===== src/rtl/hazard_md_ctrl.sv =====
// -----------------------------------------------------------------------------
// hazard_md_ctrl
//   Stall controller and mult/div sequencer for the 5-stage MIPS pipeline.
//   Decodes the instructions in D, E and M and compares when D needs each
//   source (Tuse) with when the producer in E or M will have its result
//   (Tnew). A hazard that forwarding cannot cover stalls F/D and bubbles E.
//   It also starts the multi-cycle HI/LO unit when a MULT/MULTU/DIV/DIVU
//   reaches E, and holds any HI/LO-class instruction in D while that unit
//   is busy.
//
// Ports
//   clk       in   rising-edge clock
//   reset     in   synchronous, active-low reset (clears the busy counter)
//   InstrD    in   [31:0] instruction in Decode
//   InstrE    in   [31:0] instruction in Execute
//   InstrM    in   [31:0] instruction in Memory
//   StallF    out  hold PC
//   StallD    out  hold F/D register
//   FlushE    out  clear D/E register (insert nop)
//   md_start  out  one-cycle start pulse to the mult/div unit
//   md_op     out  [1:0] 0 MULT, 1 MULTU, 2 DIV, 3 DIVU (0 when idle)
//   md_busy   out  HI/LO unit occupied
// -----------------------------------------------------------------------------
module hazard_md_ctrl #(
    parameter int MULT_CYCLES = 5,
    parameter int DIV_CYCLES  = 10,
    parameter int CNT_W       = 4
) (
    input  logic        clk,
    input  logic        reset,
    input  logic [31:0] InstrD,
    input  logic [31:0] InstrE,
    input  logic [31:0] InstrM,
    output logic        StallF,
    output logic        StallD,
    output logic        FlushE,
    output logic        md_start,
    output logic [1:0]  md_op,
    output logic        md_busy
);

    localparam logic [5:0] OP_RTYPE = 6'b000000;
    localparam logic [5:0] OP_ORI   = 6'b001101;
    localparam logic [5:0] OP_LUI   = 6'b001111;
    localparam logic [5:0] OP_LW    = 6'b100011;
    localparam logic [5:0] OP_SW    = 6'b101011;
    localparam logic [5:0] OP_BEQ   = 6'b000100;
    localparam logic [5:0] OP_JAL   = 6'b000011;

    localparam logic [5:0] FN_ADDU  = 6'b100001;
    localparam logic [5:0] FN_SUBU  = 6'b100011;
    localparam logic [5:0] FN_JR    = 6'b001000;
    localparam logic [5:0] FN_MULT  = 6'b011000;
    localparam logic [5:0] FN_MULTU = 6'b011001;
    localparam logic [5:0] FN_DIV   = 6'b011010;
    localparam logic [5:0] FN_DIVU  = 6'b011011;
    localparam logic [5:0] FN_MFHI  = 6'b010000;
    localparam logic [5:0] FN_MFLO  = 6'b010010;
    localparam logic [5:0] FN_MTHI  = 6'b010001;
    localparam logic [5:0] FN_MTLO  = 6'b010011;

    localparam logic [CNT_W-1:0] MULT_LOAD = CNT_W'(MULT_CYCLES);
    localparam logic [CNT_W-1:0] DIV_LOAD  = CNT_W'(DIV_CYCLES);

    // D stage: which sources are read and how soon they are needed
    logic       w_d_rs_used, w_d_rt_used, w_d_md_class;
    logic [1:0] w_d_rs_tuse, w_d_rt_tuse;
    // E/M stage: destination register and cycles until its value exists
    logic [4:0] w_e_dst, w_m_dst;
    logic [1:0] w_e_tnew, w_m_tnew;
    logic       w_e_is_div;
    logic       w_gpr_stall, w_md_stall, w_stall;
    logic       w_unused;

    logic [CNT_W-1:0] r_cnt;

    // Fields the decode never looks at (shamt, unused register slots).
    assign w_unused = ^{InstrD[15:6], InstrE[25:21], InstrE[10:6],
                        InstrM[25:21], InstrM[15:0]};

    always_comb begin
        w_d_rs_used  = 1'b0;
        w_d_rs_tuse  = 2'd0;
        w_d_rt_used  = 1'b0;
        w_d_rt_tuse  = 2'd0;
        w_d_md_class = 1'b0;
        if (InstrD[31:26] == OP_RTYPE) begin
            case (InstrD[5:0])
                FN_ADDU, FN_SUBU: begin
                    w_d_rs_used = 1'b1; w_d_rs_tuse = 2'd1;
                    w_d_rt_used = 1'b1; w_d_rt_tuse = 2'd1;
                end
                FN_JR: begin
                    w_d_rs_used = 1'b1; w_d_rs_tuse = 2'd0;
                end
                FN_MULT, FN_MULTU, FN_DIV, FN_DIVU: begin
                    w_d_rs_used = 1'b1; w_d_rs_tuse = 2'd1;
                    w_d_rt_used = 1'b1; w_d_rt_tuse = 2'd1;
                    w_d_md_class = 1'b1;
                end
                FN_MTHI, FN_MTLO: begin
                    w_d_rs_used = 1'b1; w_d_rs_tuse = 2'd1;
                    w_d_md_class = 1'b1;
                end
                FN_MFHI, FN_MFLO: w_d_md_class = 1'b1;
                default: ;
            endcase
        end else begin
            case (InstrD[31:26])
                OP_ORI, OP_LW: begin
                    w_d_rs_used = 1'b1; w_d_rs_tuse = 2'd1;
                end
                OP_SW: begin
                    // Store data is only needed in M, so rt tolerates a load in E.
                    w_d_rs_used = 1'b1; w_d_rs_tuse = 2'd1;
                    w_d_rt_used = 1'b1; w_d_rt_tuse = 2'd2;
                end
                OP_BEQ: begin
                    w_d_rs_used = 1'b1; w_d_rs_tuse = 2'd0;
                    w_d_rt_used = 1'b1; w_d_rt_tuse = 2'd0;
                end
                default: ;
            endcase
        end
    end

    always_comb begin
        w_e_dst    = 5'd0;
        w_e_tnew   = 2'd0;
        md_start   = 1'b0;
        w_e_is_div = 1'b0;
        if (InstrE[31:26] == OP_RTYPE) begin
            case (InstrE[5:0])
                FN_ADDU, FN_SUBU, FN_MFHI, FN_MFLO: begin
                    w_e_dst = InstrE[15:11]; w_e_tnew = 2'd1;
                end
                FN_MULT, FN_MULTU: md_start = 1'b1;
                FN_DIV, FN_DIVU: begin
                    md_start = 1'b1; w_e_is_div = 1'b1;
                end
                default: ;
            endcase
        end else begin
            case (InstrE[31:26])
                OP_LW: begin
                    w_e_dst = InstrE[20:16]; w_e_tnew = 2'd2;
                end
                OP_ORI, OP_LUI: begin
                    w_e_dst = InstrE[20:16]; w_e_tnew = 2'd1;
                end
                // Link value is produced in E already, so it never stalls.
                OP_JAL: begin
                    w_e_dst = 5'd31; w_e_tnew = 2'd0;
                end
                default: ;
            endcase
        end
    end

    // In M only a load still has a result outstanding.
    assign w_m_dst  = (InstrM[31:26] == OP_LW) ? InstrM[20:16] : 5'd0;
    assign w_m_tnew = (InstrM[31:26] == OP_LW) ? 2'd1 : 2'd0;

    function automatic logic src_hazard(input logic       used,
                                        input logic [4:0] src,
                                        input logic [1:0] tuse,
                                        input logic [4:0] e_dst,
                                        input logic [1:0] e_tnew,
                                        input logic [4:0] m_dst,
                                        input logic [1:0] m_tnew);
        logic hit_e, hit_m;
        hit_e = (src == e_dst) && (e_tnew > tuse);
        hit_m = (src == m_dst) && (m_tnew > tuse);
        return used && (src != 5'd0) && (hit_e || hit_m);
    endfunction

    assign w_gpr_stall =
        src_hazard(w_d_rs_used, InstrD[25:21], w_d_rs_tuse,
                   w_e_dst, w_e_tnew, w_m_dst, w_m_tnew) |
        src_hazard(w_d_rt_used, InstrD[20:16], w_d_rt_tuse,
                   w_e_dst, w_e_tnew, w_m_dst, w_m_tnew);

    // Busy counter: a start reloads even mid-operation (latest wins);
    // reset aborts whatever is in flight.
    always_ff @(posedge clk) begin
        if (!reset) begin
            r_cnt <= '0;
        end else if (md_start) begin
            r_cnt <= w_e_is_div ? DIV_LOAD : MULT_LOAD;
        end else if (r_cnt != '0) begin
            r_cnt <= r_cnt - 1'b1;
        end
    end

    assign md_op      = md_start ? InstrE[1:0] : 2'b00;
    assign md_busy    = md_start | (r_cnt != '0);
    assign w_md_stall = md_busy & w_d_md_class;
    assign w_stall    = w_gpr_stall | w_md_stall;

    assign StallF = w_stall;
    assign StallD = w_stall;
    assign FlushE = w_stall;

endmodule


===== config.mk =====
export PLATFORM = sky130hd
export DESIGN_NAME = hazard_md_ctrl
export DESIGN_NICKNAME = d
export VERILOG_FILES = /design/src/rtl/hazard_md_ctrl.sv
export SDC_FILE = /design/constraint.sdc
export NUM_CORES = 1
export LEC_CHECK = 0
export CAP_MARGIN = 10
export CORE_AREA = 2 2 62 64
export CTS_CLUSTER_DIAMETER = 100
export DETAILED_ROUTE_END_ITERATION = 8
export DIE_AREA = 0 0 64 66
export HOLD_SLACK_MARGIN = 0.06
export PLACE_DENSITY = 0.91
export SKIP_CTS_REPAIR_TIMING = 1
export SLEW_MARGIN = 20
export SYNTH_ARGS = -nofsm -noshare
export SYNTH_HDL_FRONTEND = slang
export SYNTH_SLANG_ARGS = --single-unit
export TNS_END_PERCENT = 1

===== constraint.sdc =====
create_clock -name clk -period 13.7 [get_ports clk]
set_input_delay 4.11 -clock clk [delete_from_list [all_inputs] [get_ports clk]]
set_output_delay 4.11 -clock clk [all_outputs]
set_load 0.03 [all_outputs]

==> flow_summary.json <==
{
  "status": "finished, final reports clean",
  "nets": 317,
  "cts_buffers": 3,
  "end_kind": "primary output",
  "grt_pass1_wl_um": 5290,
  "cts_tree": "done",
  "placedCellCount": 256,
  "synth-seq-cells": 4,
  "syn_nets": 253,
  "r2r_slack_ps": 11990,
  "first_pass_iters": 4,
  "hp-class": "register to register",
  "io_buffers": 63,
  "die-area_mm2": 0.00422,
  "largest_reg_flops": 4,
  "top_register": "r_cnt",
  "wirelength_um": 3290,
  "ir_drop_mv": 0.0333,
  "power_leakage_nw": 0.642,
  "row_count": 22,
  "drive_gt1_frac": 0.0995,
  "worstPathArrival_ps": 7260,
  "powerDensity_mw_per_mm2": 67.6,
  "clk_latency_ps": 230,
  "cts_root_buf": "clkbuf_4",
  "startpoint_type": "primary input",
  "cp.buffers_inverters": 2,
  "clk_path_buf_depth": 2,
  "fin_setup_tns_ps": 0,
  "drc": 0,
  "r2r_cells": 7,
  "vias": 1373,
  "htreeDepth": 1,
  "min_path_cells": 3,
  "tightestPinTransition_ps": 725,
  "grtUsageTotal": 0.152,
  "rsz0062_at_grt": "false",
  "avgViaCountPerCell": 5.30,
  "post_drt_wl_per_cell_um": 12.7,
  "crit_family": "buffers and inverters",
  "grt_max_degree": 9,
  "setup_viol": 0,
  "clock.fmax_ghz": 0.0880,
  "stdcell_count": 259,
  "path_cells": "clkdlybuf4s50_1 > or4_4 > o21ai_0 > nand2_1 > ha_1 > nor2_1 > o21ai_0 > nor4_1 > a22oi_1 > o2111ai_1 > clkdlybuf4s50_1",
  "yosysSeqAreaShare": 0.0693,
  "worst-path-max-fanout": 4,
  "synth.cell_area_mm2": 0.00115,
  "synth_area_per_cell_um2": 7.75,
  "drt_iter0_drc": 51,
  "io_pins": 105,
  "n_antenna_cell": 0,
  "cts.sinks": 4,
  "reg2reg_to": "r_cnt[1]",
  "largestRegisters": "r_cnt x4",
  "yosysWarnings": 0,
  "start_util": 0.325,
  "core_area_mm2": 0.00355,
  "clk_pin_slew_ps": 40,
  "skew_ps": 6.51,
  "dpl.hpwl_um": 2840,
  "cp_slowest_stage_delay_ps": 750,
  "grt_pass1_vias": 1254,
  "hold_violations": 0,
  "syn2layout_area_growth_pct": 59.6,
  "finalCritPeriodShare": 0.830,
  "r2r_start": "r_cnt[0]",
  "grt_overflow": 0,
  "syn_inst": 149,
  "crit_type": "primary input to primary output",
  "whs_ps": 664,
  "drv_cap": 0,
  "maxSlewHeadroom": 0.516,
  "yosysUniqueCellTypes": 48,
  "crit_slowest_cell": "clkdlybuf4s50_1",
  "die_w_um": 64,
  "fp.dieH_um": 66,
  "ant_nets": 0,
  "place.gp.congestion": 0.823,
  "hold_start": "r_cnt[1]",
  "antenna_found_initial": 0,
  "cp.required_ps": 9590,
  "hold-path-endpoint": "r_cnt[1]",
  "min_period_ps": 11370,
  "drv_slew": 0
}
[per-layer routing]
| layer | GRT usage | up-vias | wire length (um) |
|---|---|---|---|
| met1 | 0.187 | 625 | 1400 |
| met4 | 0.0245 | 0 | 19 |
| li1 | - | 696 | - |
| met5 | 0 | - | 0 |
| met3 | 0.0102 | 2 | 197 |
| met2 | 0.292 | 50 | 1680 |
[area by class of cell]
type,count,area (um^2)
Sequential cell,4,80.1
Multi-Input combinational cell,136,1030
Clock buffer,3,22.5
Fill cell,349,1710
Tap cell,48,60.1
Timing Repair Buffer,63,631
Inverter,5,18.8
[cell usage after synthesis, drive strengths merged]
master   count  area [um^2]
dfxtp        4         80.1
a311oi       3         26.3
nor4bb       3         30.0
inv          5         18.8
o211ai      11         82.6
a21o         1         7.51
a31oi        2         12.5
and3         1         7.51
nor4         4         37.5
buf          4         25.0
o21ai        9         45.0
and4         1         8.76
o21bai       1         7.51
nand4        1         6.26
a22oi        5         42.5
and2b        2         17.5
nand4b       1         8.76
a21oi        4         20.0
and3b        2         18.8
or4          2         18.8
and4b        1         10.0
nand3        4         20.0
xor2        10         87.6
a22o         2         20.0
or2          1         6.26
ha           6         75.1
nor2b        3         18.8
a2111oi      1         27.5
nor2        15         56.3
nor3         5         36.3
nor4b        2         17.5
o21a         3         22.5
and4bb       1         12.5
o22ai        1         6.26
xnor2       12          105
nor3b        5         52.6
nand2b       1         8.76
o2111ai      1         8.76
and2         3         18.8
nand2        6         22.5
[power breakdown]
| part | leakage [nW] | switching (mW) | internal [mW] |
|---|---|---|---|
| clock network | 0.0138 | 0.00443 | 0.00978 |
| logic | 0.595 | 0.0417 | 0.0471 |
| registers | 0.0331 | 0.00403 | 0.0176 |
| total | 0.642 | 0.0502 | 0.0745 |
[worst min-delay path: stages (launching register included)]
cell	delay (ps)
dfxtp_1	340
a21oi_1	80
o21ai_1	100
and2_1	110
[metrics by stage]
| stage | power (mW) | util | cell area, um^2 | worst slack, ps |
|---|---|---|---|---|
| 2_1_floorplan | 0.0763 | - | 1150 | 3270 |
| 3_3_place_gp | 0.108 | 0.513 | 1820 | 2370 |
| 3_5_place_dp | 0.111 | 0.513 | 1820 | 2330 |
| 4_1_cts | 0.125 | 0.519 | 1840 | 2320 |
| 5_1_grt | 0.135 | 0.519 | 1840 | 2150 |
| 6_report | 0.125 | 0.519 | 1840 | 2330 |
[layout by cell type, fill, tap and decap left out, types with 2 or more instances in the layout]
| cell type | netlist | layout |
|---|---|---|
| and2b_2 | 2 | 2 |
| nor4_1 | 2 | 2 |
| nor3b_2 | 3 | 3 |
| xnor2_1 | 12 | 12 |
| clkdlybuf4s50_1 | 0 | 63 |
| a31oi_1 | 2 | 2 |
| a22o_2 | 2 | 2 |
| nor4bb_1 | 3 | 3 |
| nor3b_1 | 2 | 2 |
| nor2b_1 | 3 | 3 |
| xor2_1 | 10 | 10 |
| clkbuf_4 | 0 | 3 |
| o211ai_1 | 11 | 11 |
| o21a_1 | 3 | 3 |
| and2_1 | 3 | 3 |
| nand2_1 | 6 | 6 |
| nor3_1 | 4 | 4 |
| inv_1 | 5 | 5 |
| nor2_1 | 15 | 15 |
| a22oi_1 | 4 | 4 |
| nor4_2 | 2 | 2 |
| ha_1 | 6 | 6 |
| a21oi_1 | 4 | 4 |
| o21ai_0 | 8 | 8 |
| dfxtp_1 | 4 | 4 |
| nor4b_1 | 2 | 2 |
| a311oi_1 | 3 | 3 |
| nand3_1 | 4 | 4 |
[cells by family after synthesis]
kind of cell             Yosys count  synth area share
buffers and inverters              9            0.0379
XOR/XNOR                          22             0.167
AO/OA/AOI/OAI                     44             0.285
flip-flops                         4            0.0693
adder cells (fa/ha/maj)            6            0.0650
AND/OR/NAND/NOR                   64             0.376
[worst max-delay path by stage]
stage,from,end,slack [ps],depth (start not counted)
2_1_floorplan,InstrE[26],StallD,3270,10
3_3_place_gp,InstrE[26],FlushE,2370,11
3_5_place_dp,InstrD[29],FlushE,2330,9
4_1_cts,InstrE[26],FlushE,2320,11
5_1_grt,InstrD[3],StallD,2150,11
6_report,InstrE[26],FlushE,2330,11
No activity file was read; power rests on OpenSTA's default activity.
